File: src/rtl/clk_div_bank_if.sv
// Write port of clk_div_bank: single-slot divisor/mode update with valid/ready handshake.
interface clk_div_bank_if #(
  parameter int unsigned N_CH  = 4,
  parameter int unsigned CNT_W = 16
);
  localparam int unsigned CH_W = (N_CH > 1) ? $clog2(N_CH) : 1;

  logic             wr_valid;
  logic             wr_ready;
  logic [CH_W-1:0]  wr_ch;
  logic [CNT_W-1:0] wr_div;
  logic             wr_mode;
  logic             wr_err;

  modport master (output wr_valid, wr_ch, wr_div, wr_mode, input wr_ready, wr_err);
  modport slave  (input wr_valid, wr_ch, wr_div, wr_mode, output wr_ready, wr_err);
endinterface

File: src/rtl/clk_div_bank.sv
// Bank of programmable tick/clock dividers. Writes land in a shadow slot and are committed
// at the target channel's terminal count, when it is disabled, or on sync_restart.
module clk_div_bank #(
  parameter int unsigned N_CH     = 4,
  parameter int unsigned CNT_W    = 16,
  parameter int unsigned DEF_DIV  = 27000,
  parameter int unsigned DEF_MODE = 0
) (
  input  logic            clk,
  input  logic            rst,
  clk_div_bank_if.slave   wr,
  input  logic [N_CH-1:0] ch_en,
  input  logic            sync_restart,
  output logic [N_CH-1:0] tick,
  output logic [N_CH-1:0] slow_clk
);
  localparam int unsigned CH_W = (N_CH > 1) ? $clog2(N_CH) : 1;
  localparam logic [CNT_W-1:0] DefDiv = CNT_W'(DEF_DIV);
  localparam logic DefMode = 1'(DEF_MODE);

  logic [CNT_W-1:0] cnt_q [N_CH];
  logic [CNT_W-1:0] cnt_d [N_CH];
  logic [CNT_W-1:0] div_q [N_CH];
  logic [CNT_W-1:0] div_d [N_CH];
  logic [N_CH-1:0]  mode_q, mode_d;
  logic [N_CH-1:0]  tick_q, tick_d;
  logic [N_CH-1:0]  slow_q, slow_d;

  logic             pend_q, pend_d;
  logic [CH_W-1:0]  pend_ch_q, pend_ch_d;
  logic [CNT_W-1:0] pend_div_q, pend_div_d;
  logic             pend_mode_q, pend_mode_d;
  logic             wr_ready_q, wr_err_q;

  logic [2**CH_W-1:0] ch_map;
  logic               ch_ok;
  logic               accept;

  // Lookup of legal channel indices; avoids a range-limited compare when N_CH is a power of 2.
  always_comb begin
    ch_map = '0;
    for (int i = 0; i < 2**CH_W; i++) ch_map[i] = (i < int'(N_CH));
  end

  assign ch_ok  = ch_map[wr.wr_ch];
  assign accept = wr.wr_valid && wr_ready_q;

  always_comb begin
    logic term;
    logic cmt;
    term        = 1'b0;
    cmt         = 1'b0;
    cnt_d       = cnt_q;
    div_d       = div_q;
    mode_d      = mode_q;
    tick_d      = tick_q;
    slow_d      = slow_q;
    pend_d      = pend_q;
    pend_ch_d   = pend_ch_q;
    pend_div_d  = pend_div_q;
    pend_mode_d = pend_mode_q;

    if (accept && ch_ok) begin
      pend_d      = 1'b1;
      pend_ch_d   = wr.wr_ch;
      pend_div_d  = wr.wr_div;
      pend_mode_d = wr.wr_mode;
    end

    for (int i = 0; i < int'(N_CH); i++) begin
      term = (cnt_q[i] == div_q[i]);
      cmt  = pend_q && (pend_ch_q == CH_W'(i)) && (sync_restart || !ch_en[i] || term);

      if (sync_restart || !ch_en[i]) begin
        cnt_d[i]  = '0;
        tick_d[i] = 1'b0;
        slow_d[i] = 1'b0;
      end else if (term) begin
        cnt_d[i]  = '0;
        tick_d[i] = 1'b1;
        slow_d[i] = mode_q[i] ? 1'b1 : ~slow_q[i];
      end else begin
        cnt_d[i]  = cnt_q[i] + 1'b1;
        tick_d[i] = 1'b0;
        slow_d[i] = mode_q[i] ? 1'b0 : slow_q[i];
      end

      // New divisor governs the period that starts after this terminal count.
      if (cmt) begin
        div_d[i]  = pend_div_q;
        mode_d[i] = pend_mode_q;
        if (pend_mode_q != mode_q[i]) slow_d[i] = 1'b0;
        pend_d = 1'b0;
      end
    end
  end

  always_ff @(posedge clk) begin
    if (!rst) begin
      for (int i = 0; i < int'(N_CH); i++) begin
        cnt_q[i] <= '0;
        div_q[i] <= DefDiv;
      end
      mode_q      <= {N_CH{DefMode}};
      tick_q      <= '0;
      slow_q      <= '0;
      pend_q      <= 1'b0;
      pend_ch_q   <= '0;
      pend_div_q  <= '0;
      pend_mode_q <= 1'b0;
      wr_ready_q  <= 1'b0;
      wr_err_q    <= 1'b0;
    end else begin
      cnt_q       <= cnt_d;
      div_q       <= div_d;
      mode_q      <= mode_d;
      tick_q      <= tick_d;
      slow_q      <= slow_d;
      pend_q      <= pend_d;
      pend_ch_q   <= pend_ch_d;
      pend_div_q  <= pend_div_d;
      pend_mode_q <= pend_mode_d;
      wr_ready_q  <= ~pend_d;
      wr_err_q    <= accept && !ch_ok;
    end
  end

  assign tick        = tick_q;
  assign slow_clk    = slow_q;
  assign wr.wr_ready = wr_ready_q;
  assign wr.wr_err   = wr_err_q;
endmodule
File: src/flat_wrapper.sv
// flat-port wrapper written by rule: the top's interface ports become plain ports
module clk_div_bank_flat 
#(
  parameter int unsigned N_CH     = 4,
  parameter int unsigned CNT_W    = 16,
  parameter int unsigned DEF_DIV  = 27000,
  parameter int unsigned DEF_MODE = 0
)
  (clk, rst, ch_en, sync_restart, tick, slow_clk, wr_wr_valid, wr_wr_ch, wr_wr_div, wr_wr_mode, wr_wr_ready, wr_wr_err);
  clk_div_bank_if #(.N_CH(N_CH), .CNT_W(CNT_W)) wr_i ();
  input  logic clk;
  input  logic rst;
  input  logic [N_CH-1:0] ch_en;
  input  logic sync_restart;
  output logic [N_CH-1:0] tick;
  output logic [N_CH-1:0] slow_clk;
  input wire logic [$bits(wr_i.wr_valid)-1:0] wr_wr_valid;
  input wire logic [$bits(wr_i.wr_ch)-1:0] wr_wr_ch;
  input wire logic [$bits(wr_i.wr_div)-1:0] wr_wr_div;
  input wire logic [$bits(wr_i.wr_mode)-1:0] wr_wr_mode;
  output wire logic [$bits(wr_i.wr_ready)-1:0] wr_wr_ready;
  output wire logic [$bits(wr_i.wr_err)-1:0] wr_wr_err;
  assign wr_i.wr_valid = wr_wr_valid;
  assign wr_i.wr_ch = wr_wr_ch;
  assign wr_i.wr_div = wr_wr_div;
  assign wr_i.wr_mode = wr_wr_mode;
  assign wr_wr_ready = wr_i.wr_ready;
  assign wr_wr_err = wr_i.wr_err;
  clk_div_bank #(.N_CH(N_CH), .CNT_W(CNT_W), .DEF_DIV(DEF_DIV), .DEF_MODE(DEF_MODE)) u_core (.clk(clk), .rst(rst), .wr(wr_i), .ch_en(ch_en), .sync_restart(sync_restart), .tick(tick), .slow_clk(slow_clk));
endmodule
File: config.mk
export PLATFORM = sky130hd
export DESIGN_NAME = clk_div_bank_flat
export DESIGN_NICKNAME = d
export VERILOG_FILES = /design/src/rtl/clk_div_bank_if.sv /design/src/rtl/clk_div_bank.sv /design/src/flat_wrapper.sv
export SDC_FILE = /design/constraint.sdc
export NUM_CORES = 1
export LEC_CHECK = 0
export CAP_MARGIN = 25
export CORE_MARGIN = 1.5
export CORE_UTILIZATION = 60
export CTS_CLUSTER_SIZE = 40
export DETAILED_ROUTE_END_ITERATION = 10
export PLACE_DENSITY_LB_ADDON = 0.15
export SLEW_MARGIN = 30
export SYNTH_ARGS = -nofsm -noshare
export SYNTH_HDL_FRONTEND = slang
export SYNTH_SLANG_ARGS = --single-unit
File: constraint.sdc
create_clock -name clk -period 4.6 [get_ports clk]
set_clock_uncertainty 0.1 [all_clocks]
set_input_delay 0.92 -clock clk [delete_from_list [all_inputs] [get_ports clk]]
set_output_delay 0.92 -clock clk [all_outputs]
set_load 0.005 [all_outputs]
Word-level counts from Yosys, hierarchy flattened

Cells that the tools add are included.
Widths: inputs -> output; s select.

Bits in registers: 162
Bits of input ports: 27
Logic and storage cells: 113

Add/subtract/negate cells: 4
$lt $le $gt $ge: 1
Eq/ne operators: 11
Mux-type cells: 35
Bitwise operators: 6
Reductions and logical operators: 33

Operators with widths:

| operator              | number |
|---|---|
| $add 16x1->16 const B | 4 |
| $eq 16x16->1          | 4 |
| $mux 1                | 34 |
| $reduce_or 3->1       | 4 |
| $logic_and 1x1->1     | 11 |
| $logic_or 1x1->1      | 8 |
| $reduce_or 2->1       | 4 |
| $not 1->1             | 6 |
| $logic_not 1->1       | 5 |
| $eq 2x2->1 const B    | 2 |
| $ne 1x1->1            | 4 |
| $lt 2x3->1 const B    | 1 |
| $bmux 1 s2            | 1 |
| $eq 2x1->1 const B    | 1 |
| $logic_not 2->1       | 1 |

Logic depth before layout (Yosys ltp)

Gate-level depths: netlist of the first run.

Depth after elaboration: 9
Depth in mapped cells: 8

Worst setup path after synthesis of the first run

OpenSTA, ideal clock, no wires.

Path kind: input to register
Start point: input rst
End point: register u_core.cnt_q[39] in the netlist's numbering
Setup time: 0.064 ns
Arrival: 2.220 ns
Required time: 4.436 ns
Path slack: 2.216 ns
Stages on the path: 8
Cell sequence: clkbuf_1 inv_1 nor2_1 nand2_1 or2_2 clkbuf_1 buf_2 nor2_1

Cells in the longest elaborated chain, start to end: 2

RTL lines:

| item                      | line                | text |
|---|---|---|
| start, declared           | flat_wrapper.sv:12  | `input logic rst;` |
| $not 1->1 (no line)       | --                  |  |
| $reduce_or 3->1 (no line) | --                  |  |
| end signal, assigned      | clk_div_bank.sv:114 | `cnt_q <= cnt_d;` |
| end, declared             | clk_div_bank.sv:21  | `logic [CNT_W-1:0] cnt_q [N_CH];` |

Every way passes these cells.
A chain may end at the register's enable or synchronous reset.

Worst setup path after layout of the first run

Start point: input rst
End point: register u_core.cnt_q[16] in the netlist's numbering

Same word-level chain as after synthesis.

==> results of run 1 <==
[where the power goes]
part	internal [mW]	switching [mW]	total, mW
Clock	0.877	0.522	1.40
Combinational	0.0523	0.0643	0.117
Sequential	1.42	0.0324	1.45
[logic make-up after synthesis]
family | after synthesis | share of synthesized area [%]
xor+xnor | 116 | 14.99
other cells | 1 | 0.05534
flops | 161 | 47.56
mux | 68 | 10.04
compound gates | 46 | 4.099
fa+ha+maj | 4 | 0.7386
buf+inv | 41 | 3.010
simple gates | 299 | 19.50
[synthesized netlist by cell type]
library cell  count
dfxtp_1         161
nor2_1          110
nand2_1         103
xor2_1           88
mux2i_1          68
xnor2_1          28
nand3_1          27
a21oi_1          25
and3_1           17
clkbuf_1         16
inv_1            12
nor4_1           12
nand4_1          11
o21ai_0           7
buf_4             6
a311oi_1          5
and4_1            5
ha_1              4
nor2b_1           4
or3_1             4
buf_2             3
a21boi_0          2
a31oi_1           2
a41oi_1           2
buf_1             2
nand2b_1          2
o311a_1           2
a31o_2            1
and2_1            1
buf_12            1
buf_6             1
conb_1            1
nor3_1            1
nor4_2            1
or2_2             1
[final timing paths]
path / endpoint / slack [ns] / depth (start not counted)
worst min-delay path: u_core.div_q[13]$_SDFFE_PN1P_ / 0.39 / 2
worst max register to register: u_core.div_q[24]$_SDFFE_PN1P_ / 1.90 / 8
worst max-delay path: u_core.cnt_q[16]$_SDFF_PP0_ / 1.85 / 6
worst min register to register: u_core.div_q[13]$_SDFFE_PN1P_ / 0.39 / 2
[sequential cells by signal, summed over array words and instances (netlist names)]
signal,count
u_core.cnt_q,64
u_core.div_q,64
u_core.mode_q,4
u_core.pend_ch_q,2
u_core.pend_div_q,16
u_core.pend_mode_q,1
u_core.pend_q,1
u_core.slow_clk,4
u_core.tick,4
u_core.wr.wr_ready,1
[area by class of cell]
class                   count  area share, %
inverters                  12         0.5774
clock buffers              25          6.608
flip-flops and latches    161          41.32
multi-input cells         534          43.22
well taps                 140          2.245
repair buffers             40          5.068
clock inverters             5         0.9623
[worst reg2reg max path, stage by stage (launching register included)]
cell and delay [ns]:
dfxtp_1 0.34, xor2_1 0.15, nor4_1 0.33, nand4_1 0.34, a311oi_4 0.66, buf_6 0.23
buf_6 0.16, mux2i_1 0.21, nand2_1 0.07
[layer usage]
layer / track usage [%] / share of wire (%) / wire length (microns)
met1: 33.96 / 44 / 6682
met3: 8.249 / 5.8 / 874
met2: 44.87 / 48 / 7227
met4: 8.442 / 2.2 / 336
met5: 0 / 0 / 0
==> impl_metrics.env, run 1 <==
export IMPL_numCtsBuffers=17
export IMPL_finalWorstSetupSlack_ns=1.853
export IMPL_period_share_pct=59.72
export IMPL_grt_max_degree=57
export IMPL_postSynthCellCount=736
export IMPL_place_area_sq_mm=0.007211
export IMPL_nNetsFinal=797
export IMPL_powerDensity_mw_per_mm2=379.8
export IMPL_insertion_delay_ns=0.42
export IMPL_fin_util_pct=71.34
export IMPL_crit_start="rst"
export IMPL_cts_sinks=161
export IMPL_hold_viol_final=0
export IMPL_relSlewSlack_pct=42.35
export IMPL_clk_pin_slew_worst_paths_ns=0.06
export IMPL_cp_top_family="simple AND/OR/NAND/NOR gates"
export IMPL_die_h_microns=109.3
export IMPL_crit_type="input port to flop"
export IMPL_min_path_type="flop to flop"
export IMPL_end_kind="flop"
export IMPL_grt_overflow=0
export IMPL_ant_nets=0
export IMPL_cts_tree="yes"
export IMPL_cts_htree_levels=4
export IMPL_place_ws_ns=1.444
export IMPL_die_width_microns=109.3
export IMPL_cts_buffer_depth=2
export IMPL_p_total_mw=2.963
export IMPL_yosys_warnings=0
export IMPL_place_congestion=0.8483
export IMPL_cellLeakagePower_nw=2.917
export IMPL_post_cts_buffers=0
export IMPL_ir_worst_vdd_mv=0.2841
export IMPL_antennaDiodeCount=0
export IMPL_path_common_cell="nor2_1"
export IMPL_synth_top_area_cell="dfxtp_1"
export IMPL_worst_setup_path_start_kind="input port"
export IMPL_rows=38
export IMPL_dpl_cell_count=887
export IMPL_wl_per_cell_microns=16.49
export IMPL_syn_area_sq_mm=0.006776
export IMPL_synth_top_area_share_pct=47.56
export IMPL_drt_initial_drc_count=376
export IMPL_grt_pass1_wl_microns=24110
export IMPL_coreArea_sq_mm=0.01094
export IMPL_clock_fmax_ghz=0.3640
export IMPL_maxCapViolCount=0
export IMPL_post_route_min_period_ns=2.747
export IMPL_nFillCells=829
export IMPL_fin_tns_setup_ns=0
export IMPL_status="complete, no violations"
export IMPL_finalSetupViolCount=0
export IMPL_first_global_vias=4822
export IMPL_area_growth_pct=15.12
export IMPL_cts_root_buf="clkbuf_16"
export IMPL_maxSlewViolCount=0
export IMPL_worstHoldStart="u_core.div_q[13]$_SDFFE_PN1P_"
export IMPL_yosysUniqueCellTypes=35
export IMPL_cp_max_fo=36
export IMPL_initial_utilization_pct=61.97
export IMPL_r2r_start="u_core.cnt_q[17]$_SDFF_PP0_"
export IMPL_hold_slack_ns=0.3913
export IMPL_vias=5048
export IMPL_cts_hold_buf=0
export IMPL_mostFrequentLayoutCell="dfxtp_1"
export IMPL_finalNonFillerCells=917
export IMPL_crit_required_ns=4.83
export IMPL_dr_pass1_iters=4
export IMPL_yosysSeqAreaShare_pct=47.56
export IMPL_rsz0062_at_grt="no"
export IMPL_synth_area_per_cell_sq_um=9.207
export IMPL_synth_nets=767
export IMPL_path_buf_inv=3
export IMPL_postCtsResizedCells=0
export IMPL_layout_drive_gt1_share_pct=5.019
export IMPL_max_stage_delay_ns=0.54
export IMPL_multi_input_area_sq_mm=0.003372
export IMPL_dieArea_sq_mm=0.01194
export IMPL_slowest_stage="nand3_1"
export IMPL_ys_ff_latch=161
export IMPL_grtUsageTotal_pct=27.14
export IMPL_antenna_found_initial=0
export IMPL_hpwl_microns=10310
export IMPL_wl_microns=15120
export IMPL_stdcell_area_sq_mm=0.007801
export IMPL_boundaryPins=37
export IMPL_place_port_buffers=35
export IMPL_vias_per_cell=5.505
export IMPL_drc=0
export IMPL_regArea_sq_mm=0.003223
export IMPL_crit_chain="clkdlybuf4s50_1 > buf_4 > inv_1 > nor2_1 > nand3_1 > nor2_1"
export IMPL_worst_pin_slew_ns=0.8647
export IMPL_critPathArrivalTime_ns=2.97
export IMPL_synthTopCellsByArea="dfxtp_1 48%, xor2_1 11%, mux2i_1 10%"
export IMPL_final_cell_mix="161 x dfxtp_1, 110 x nor2_1, 103 x nand2_1"
Note: power is estimated with default switching activity, not from simulation.
==> inputs of run 2 (changes only) <==
CORE_UTILIZATION = 59   (was 60)
clock period = 2.6 ns   (was 4.6 ns; I/O delays follow)
==> impl_metrics.env, run 2 (synthesis results as in run 1) <==
export IMPL_grt_pass1_wl_microns=24430
export IMPL_layout_drive_gt1_share_pct=5.612
export IMPL_wl_microns=15460
export IMPL_postCtsResizedCells=0
export IMPL_min_path_type="flop to flop"
export IMPL_maxCapViolCount=0
export IMPL_nNetsFinal=804
export IMPL_dpl_cell_count=894
export IMPL_post_route_min_period_ns=2.398
export IMPL_final_cell_mix="161 x dfxtp_1, 110 x nor2_1, 103 x nand2_1"
export IMPL_relSlewSlack_pct=47.90
export IMPL_cts_hold_buf=0
export IMPL_finalNonFillerCells=924
export IMPL_cts_root_buf="clkbuf_16"
export IMPL_finalWorstSetupSlack_ns=0.2024
export IMPL_drc=0
export IMPL_cp_top_family="simple AND/OR/NAND/NOR gates"
export IMPL_critPathArrivalTime_ns=2.61
export IMPL_boundaryPins=37
export IMPL_multi_input_area_sq_mm=0.003371
export IMPL_worst_setup_path_start_kind="flop"
export IMPL_regArea_sq_mm=0.003223
export IMPL_dr_pass1_iters=5
export IMPL_end_kind="flop"
export IMPL_ir_worst_vdd_mv=0.5940
export IMPL_clock_fmax_ghz=0.4171
export IMPL_first_global_vias=4826
export IMPL_antenna_found_initial=0
export IMPL_fin_tns_setup_ns=0
export IMPL_finalSetupViolCount=0
export IMPL_grt_overflow=0
export IMPL_die_width_microns=110.2
export IMPL_p_total_mw=5.330
export IMPL_insertion_delay_ns=0.42
export IMPL_area_growth_pct=16.54
export IMPL_reg_largest_list="u_core.cnt_q: 64 flops, u_core.div_q: 64 flops, u_core.pend_div_q: 16 flops"
export IMPL_max_stage_delay_ns=0.41
export IMPL_crit_required_ns=2.81
export IMPL_hpwl_microns=10530
export IMPL_cts_buffer_depth=2
export IMPL_antennaDiodeCount=0
export IMPL_path_buf_inv=1
export IMPL_status="complete, no violations"
export IMPL_fin_util_pct=71.60
export IMPL_clk_pin_slew_worst_paths_ns=0.06
export IMPL_powerDensity_mw_per_mm2=674.9
export IMPL_numCtsBuffers=17
export IMPL_grt_max_degree=57
export IMPL_cellLeakagePower_nw=2.960
export IMPL_place_congestion=0.8920
export IMPL_ant_nets=0
export IMPL_maxSlewViolCount=0
export IMPL_dieArea_sq_mm=0.01214
export IMPL_rows=38
export IMPL_die_h_microns=110.2
export IMPL_vias_per_cell=5.483
export IMPL_vias=5066
export IMPL_cts_htree_levels=4
export IMPL_wl_per_cell_microns=16.73
export IMPL_drt_initial_drc_count=356
export IMPL_nFillCells=822
export IMPL_coreArea_sq_mm=0.01103
export IMPL_slowest_stage="a311oi_4"
export IMPL_rsz0062_at_grt="no"
export IMPL_cts_tree="yes"
export IMPL_mostFrequentLayoutCell="dfxtp_1"
export IMPL_initial_utilization_pct=61.43
export IMPL_crit_chain="xor2_1 > nor4_1 > nand4_1 > a311oi_4 > buf_12 > mux2i_1 > nand2_1"
export IMPL_worst_pin_slew_ns=0.7796
export IMPL_cp_max_fo=19
export IMPL_grtUsageTotal_pct=27.18
export IMPL_r2r_setup_slack_ns=0.20
export IMPL_hold_viol_final=0
export IMPL_place_port_buffers=35
export IMPL_period_share_pct=92.22
export IMPL_place_ws_ns=0.2063
export IMPL_post_cts_buffers=0
export IMPL_cts_sinks=161
export IMPL_crit_type="flop to flop"
==> run 2: changes by cell type in the layout (fill, tap and decap cells not counted) <==
cell	change
o311a_1	+1
buf_4	+6
clkinv_2	-1
buf_6	-2
o311a_2	-1
bufinv_16	+1
clkbuf_1	+1
buf_12	+3
clkbuf_8	-1
==> run 2: area by class of cell <==
| cell class | count | share of cell area, % |
|---|---|---|
| Clock inverter | 5 | 1.267 |
| Tap cell | 140 | 2.218 |
| Multi-Input combinational cell | 534 | 42.68 |
| Sequential cell | 161 | 40.81 |
| Timing Repair Buffer | 47 | 6.052 |
| Clock buffer | 25 | 6.401 |
| Inverter | 12 | 0.5703 |
==> run 2: path summary, 6_finish.rpt <==
kind                                     from                             to  cells after the start
setup / recovery  u_core.cnt_q[17]$_SDFF_PP0_  u_core.div_q[19]$_SDFFE_PN1P_                      7
hold reg to reg   u_core.cnt_q[16]$_SDFF_PP0_    u_core.cnt_q[16]$_SDFF_PP0_                      1
setup reg to reg  u_core.cnt_q[17]$_SDFF_PP0_  u_core.div_q[19]$_SDFFE_PN1P_                      7
hold / removal    u_core.cnt_q[16]$_SDFF_PP0_    u_core.cnt_q[16]$_SDFF_PP0_                      1
==> run 2: power breakdown <==
group	switching [mW]	leakage, nW	internal, mW	total (mW)
sequential	0.0577	1.30	2.50	2.56
clock	0.927	0.299	1.62	2.55
combinational	0.120	1.36	0.0969	0.216
total	1.10	2.96	4.23	5.33
==> run 2: worst register-to-register path, delay by kind of cell (launching register included) <==
kind | cells | cell delay (ns)
xor+xnor | 1 | 0.15
buf+inv | 1 | 0.22
compound gates | 1 | 0.42
simple gates | 3 | 0.81
mux | 1 | 0.24
flops | 1 | 0.34
==> run 2: metrics by stage <==
| stage | hold WS [ns] | cell area (sq um) |
|---|---|---|
| final | 0.3910 | 7898 |
| after floorplan | 0.3473 | 6777 |
| after CTS | 0.3958 | 7898 |
| after detailed placement | 0.3819 | 7292 |
| after global placement | 0.3726 | 7292 |
| after global routing | 0.4179 | 7898 |
==> run 2: per-layer routing <==
| layer | up-vias | GRT usage (%) | part of all wire [%] |
|---|---|---|---|
| met2 | 122 | 44.32 | 47 |
| met4 | 0 | 7.692 | 1.2 |
| li1 | 2519 | - | - |
| met3 | 19 | 5.938 | 5.0 |
| met1 | 2406 | 36.43 | 47 |
| met5 | - | 0 | 0 |
==> inputs of run 3 (changes only) <==
CORE_UTILIZATION = 50   (was 59)
clock period = 2.8 ns   (was 2.6 ns; I/O delays follow)
==> impl_metrics.env, run 3 (synthesis results as in run 1) <==
export IMPL_hold_viol_final=0
export IMPL_finalSetupViolCount=0
export IMPL_area_growth_pct=17.39
export IMPL_worst_setup_path_start_kind="flop"
export IMPL_ant_nets=0
export IMPL_status="complete, no violations"
export IMPL_die_h_microns=119.4
export IMPL_cts_hold_buf=0
export IMPL_drc=0
export IMPL_p_total_mw=5.045
export IMPL_dieArea_sq_mm=0.01426
export IMPL_insertion_delay_ns=0.43
export IMPL_hold_path_depth=2
export IMPL_cts_sinks=161
export IMPL_critPathArrivalTime_ns=2.71
export IMPL_place_port_buffers=35
export IMPL_mostFrequentLayoutCell="dfxtp_1"
export IMPL_powerDensity_mw_per_mm2=634.2
export IMPL_reg2reg_to="u_core.div_q[31]$_SDFFE_PN0P_"
export IMPL_fin_tns_setup_ns=0
export IMPL_cp_max_fo=19
export IMPL_cts_root_buf="clkbuf_16"
export IMPL_r2r_setup_slack_ns=0.28
export IMPL_worst_pin_slew_ns=0.7508
export IMPL_wl_per_cell_microns=15.71
export IMPL_clockPowerShare_pct=49.0
export IMPL_min_to="u_core.div_q[22]$_SDFFE_PN1P_"
export IMPL_crit_type="flop to flop"
export IMPL_maxCapViolCount=0
export IMPL_drt_initial_drc_count=426
export IMPL_reg_largest_list="u_core.cnt_q: 64 flops, u_core.div_q: 64 flops, u_core.pend_div_q: 16 flops"
export IMPL_regArea_sq_mm=0.003223
export IMPL_antennaDiodeCount=0
export IMPL_nNetsFinal=803
export IMPL_grt_overflow=0
export IMPL_nFillCells=1203
export IMPL_rsz0062_at_grt="no"
export IMPL_rows=42
export IMPL_p_int_mw=3.990
export IMPL_layout_drive_gt1_share_pct=6.115
export IMPL_vias=4959
export IMPL_dr_pass1_iters=4
export IMPL_cts_buffer_depth=2
export IMPL_period_share_pct=90.13
export IMPL_maxSlewViolCount=0
export IMPL_die_width_microns=119.4
export IMPL_worstHoldStart="u_core.div_q[22]$_SDFFE_PN1P_"
export IMPL_rr_worst_depth=7
export IMPL_final_cell_mix="161 x dfxtp_1, 110 x nor2_1, 103 x nand2_1"
export IMPL_grt_pass1_wl_microns=24940
export IMPL_p_comb_share_pct=3.9
export IMPL_crit_required_ns=2.99
export IMPL_coreArea_sq_mm=0.01324
export IMPL_swShare_pct=20.91
export IMPL_clk_pin_slew_worst_paths_ns=0.06
export IMPL_grt_max_degree=57
export IMPL_numCtsBuffers=17
export IMPL_antenna_found_initial=0
export IMPL_boundaryPins=37
export IMPL_min_path_type="flop to flop"
export IMPL_p_switching_mw=1.055
export IMPL_ir_worst_vdd_mv=0.4467
export IMPL_clock_fmax_ghz=0.3963
export IMPL_power_frac_seq_pct=47.1
export IMPL_hpwl_microns=10570
export IMPL_multi_input_area_sq_mm=0.003371
export IMPL_r2r_start="u_core.cnt_q[26]$_SDFF_PP0_"
export IMPL_first_global_vias=4853
export IMPL_place_congestion=0.8015
export IMPL_post_cts_buffers=0
export IMPL_wl_microns=15100
export IMPL_relSlewSlack_pct=49.83
export IMPL_postCtsResizedCells=0
export IMPL_post_route_min_period_ns=2.524
export IMPL_cellLeakagePower_nw=2.973
export IMPL_end_kind="flop"
export IMPL_grtUsageTotal_pct=22.67
export IMPL_cts_tree="yes"
export IMPL_vias_per_cell=5.160
export IMPL_initial_utilization_pct=51.17
export IMPL_cts_htree_levels=4
## run 3: changes by cell type in the layout (fill, tap and decap cells not counted)
cell	change
clkbuf_8	-1
clkbuf_1	-3
clkinv_2	+4
clkinvlp_4	+1
buf_12	-1
bufinv_16	+1
## run 3: worst max-delay path, cell delays in order, from the launching register on
cell,delay (ns)
dfxtp_1,0.47
xor2_1,0.10
nor4_1,0.38
nand4_1,0.34
a311oi_4,0.36
buf_4,0.34
mux2i_1,0.23
nor2_1,0.05
## run 3: how the worst max path moves through the flow
stage | from | to | slack (ns) | cells after the start
2_1_floorplan | u_core.cnt_q[29]$_SDFF_PP0_ | u_core.div_q[19]$_SDFFE_PN1P_ | 0.78 | 8
3_3_place_gp | u_core.cnt_q[26]$_SDFF_PP0_ | u_core.div_q[26]$_SDFFE_PN0P_ | 0.40 | 7
3_5_place_dp | u_core.cnt_q[26]$_SDFF_PP0_ | u_core.div_q[31]$_SDFFE_PN0P_ | 0.32 | 7
4_1_cts | u_core.cnt_q[26]$_SDFF_PP0_ | u_core.div_q[31]$_SDFFE_PN0P_ | 0.32 | 7
5_1_grt | u_core.cnt_q[27]$_SDFF_PP0_ | u_core.div_q[31]$_SDFFE_PN0P_ | 0.16 | 7
6_report | u_core.cnt_q[26]$_SDFF_PP0_ | u_core.div_q[31]$_SDFFE_PN0P_ | 0.28 | 7
## run 3: final cells by class
class                           instances  area share [%]
Clock buffer                           21           6.040
Inverter                               12          0.5662
Multi-Input combinational cell        534           42.37
Clock inverter                         11           1.982
Timing Repair Buffer                   46           5.757
Tap cell                              176           2.768
Sequential cell                       161           40.52
## run 3: power by group through the flow
stage	Sequential, mW	Combinational [mW]	Clock [mW]
after floorplan	2.40	0.124	0
after global placement	2.43	0.193	0
after detailed placement	2.43	0.196	0
after CTS	2.38	0.198	2.51
after global routing	2.38	0.218	2.60
final	2.38	0.196	2.47
## run 3: metrics by stage
step / instances / area, sq um / setup WS [ns] / hold WS [ns] / util (%)
detailed placement: 929 / 7317 / 0.3234 / 0.3813 / 55.25
finish: 961 / 7955 / 0.2765 / 0.3919 / 60.07
CTS: 961 / 7955 / 0.3208 / 0.3971 / 60.07
global route: 961 / 7955 / 0.1553 / 0.4166 / 60.07
global placement: 929 / 7317 / 0.3989 / 0.3736 / 55.25
floorplan: 736 / 6777 / 0.7755 / 0.3473 / -
## run 3: routing by layer
layer	track usage, %	wire length, microns	up-vias	part of all wire, %
li1	-	-	2521	-
met1	30.31	7053	2327	47
met2	36.63	7177	93	48
met3	4.023	647	18	4.3
met4	8.780	219	0	1.5
met5	0	0	-	0
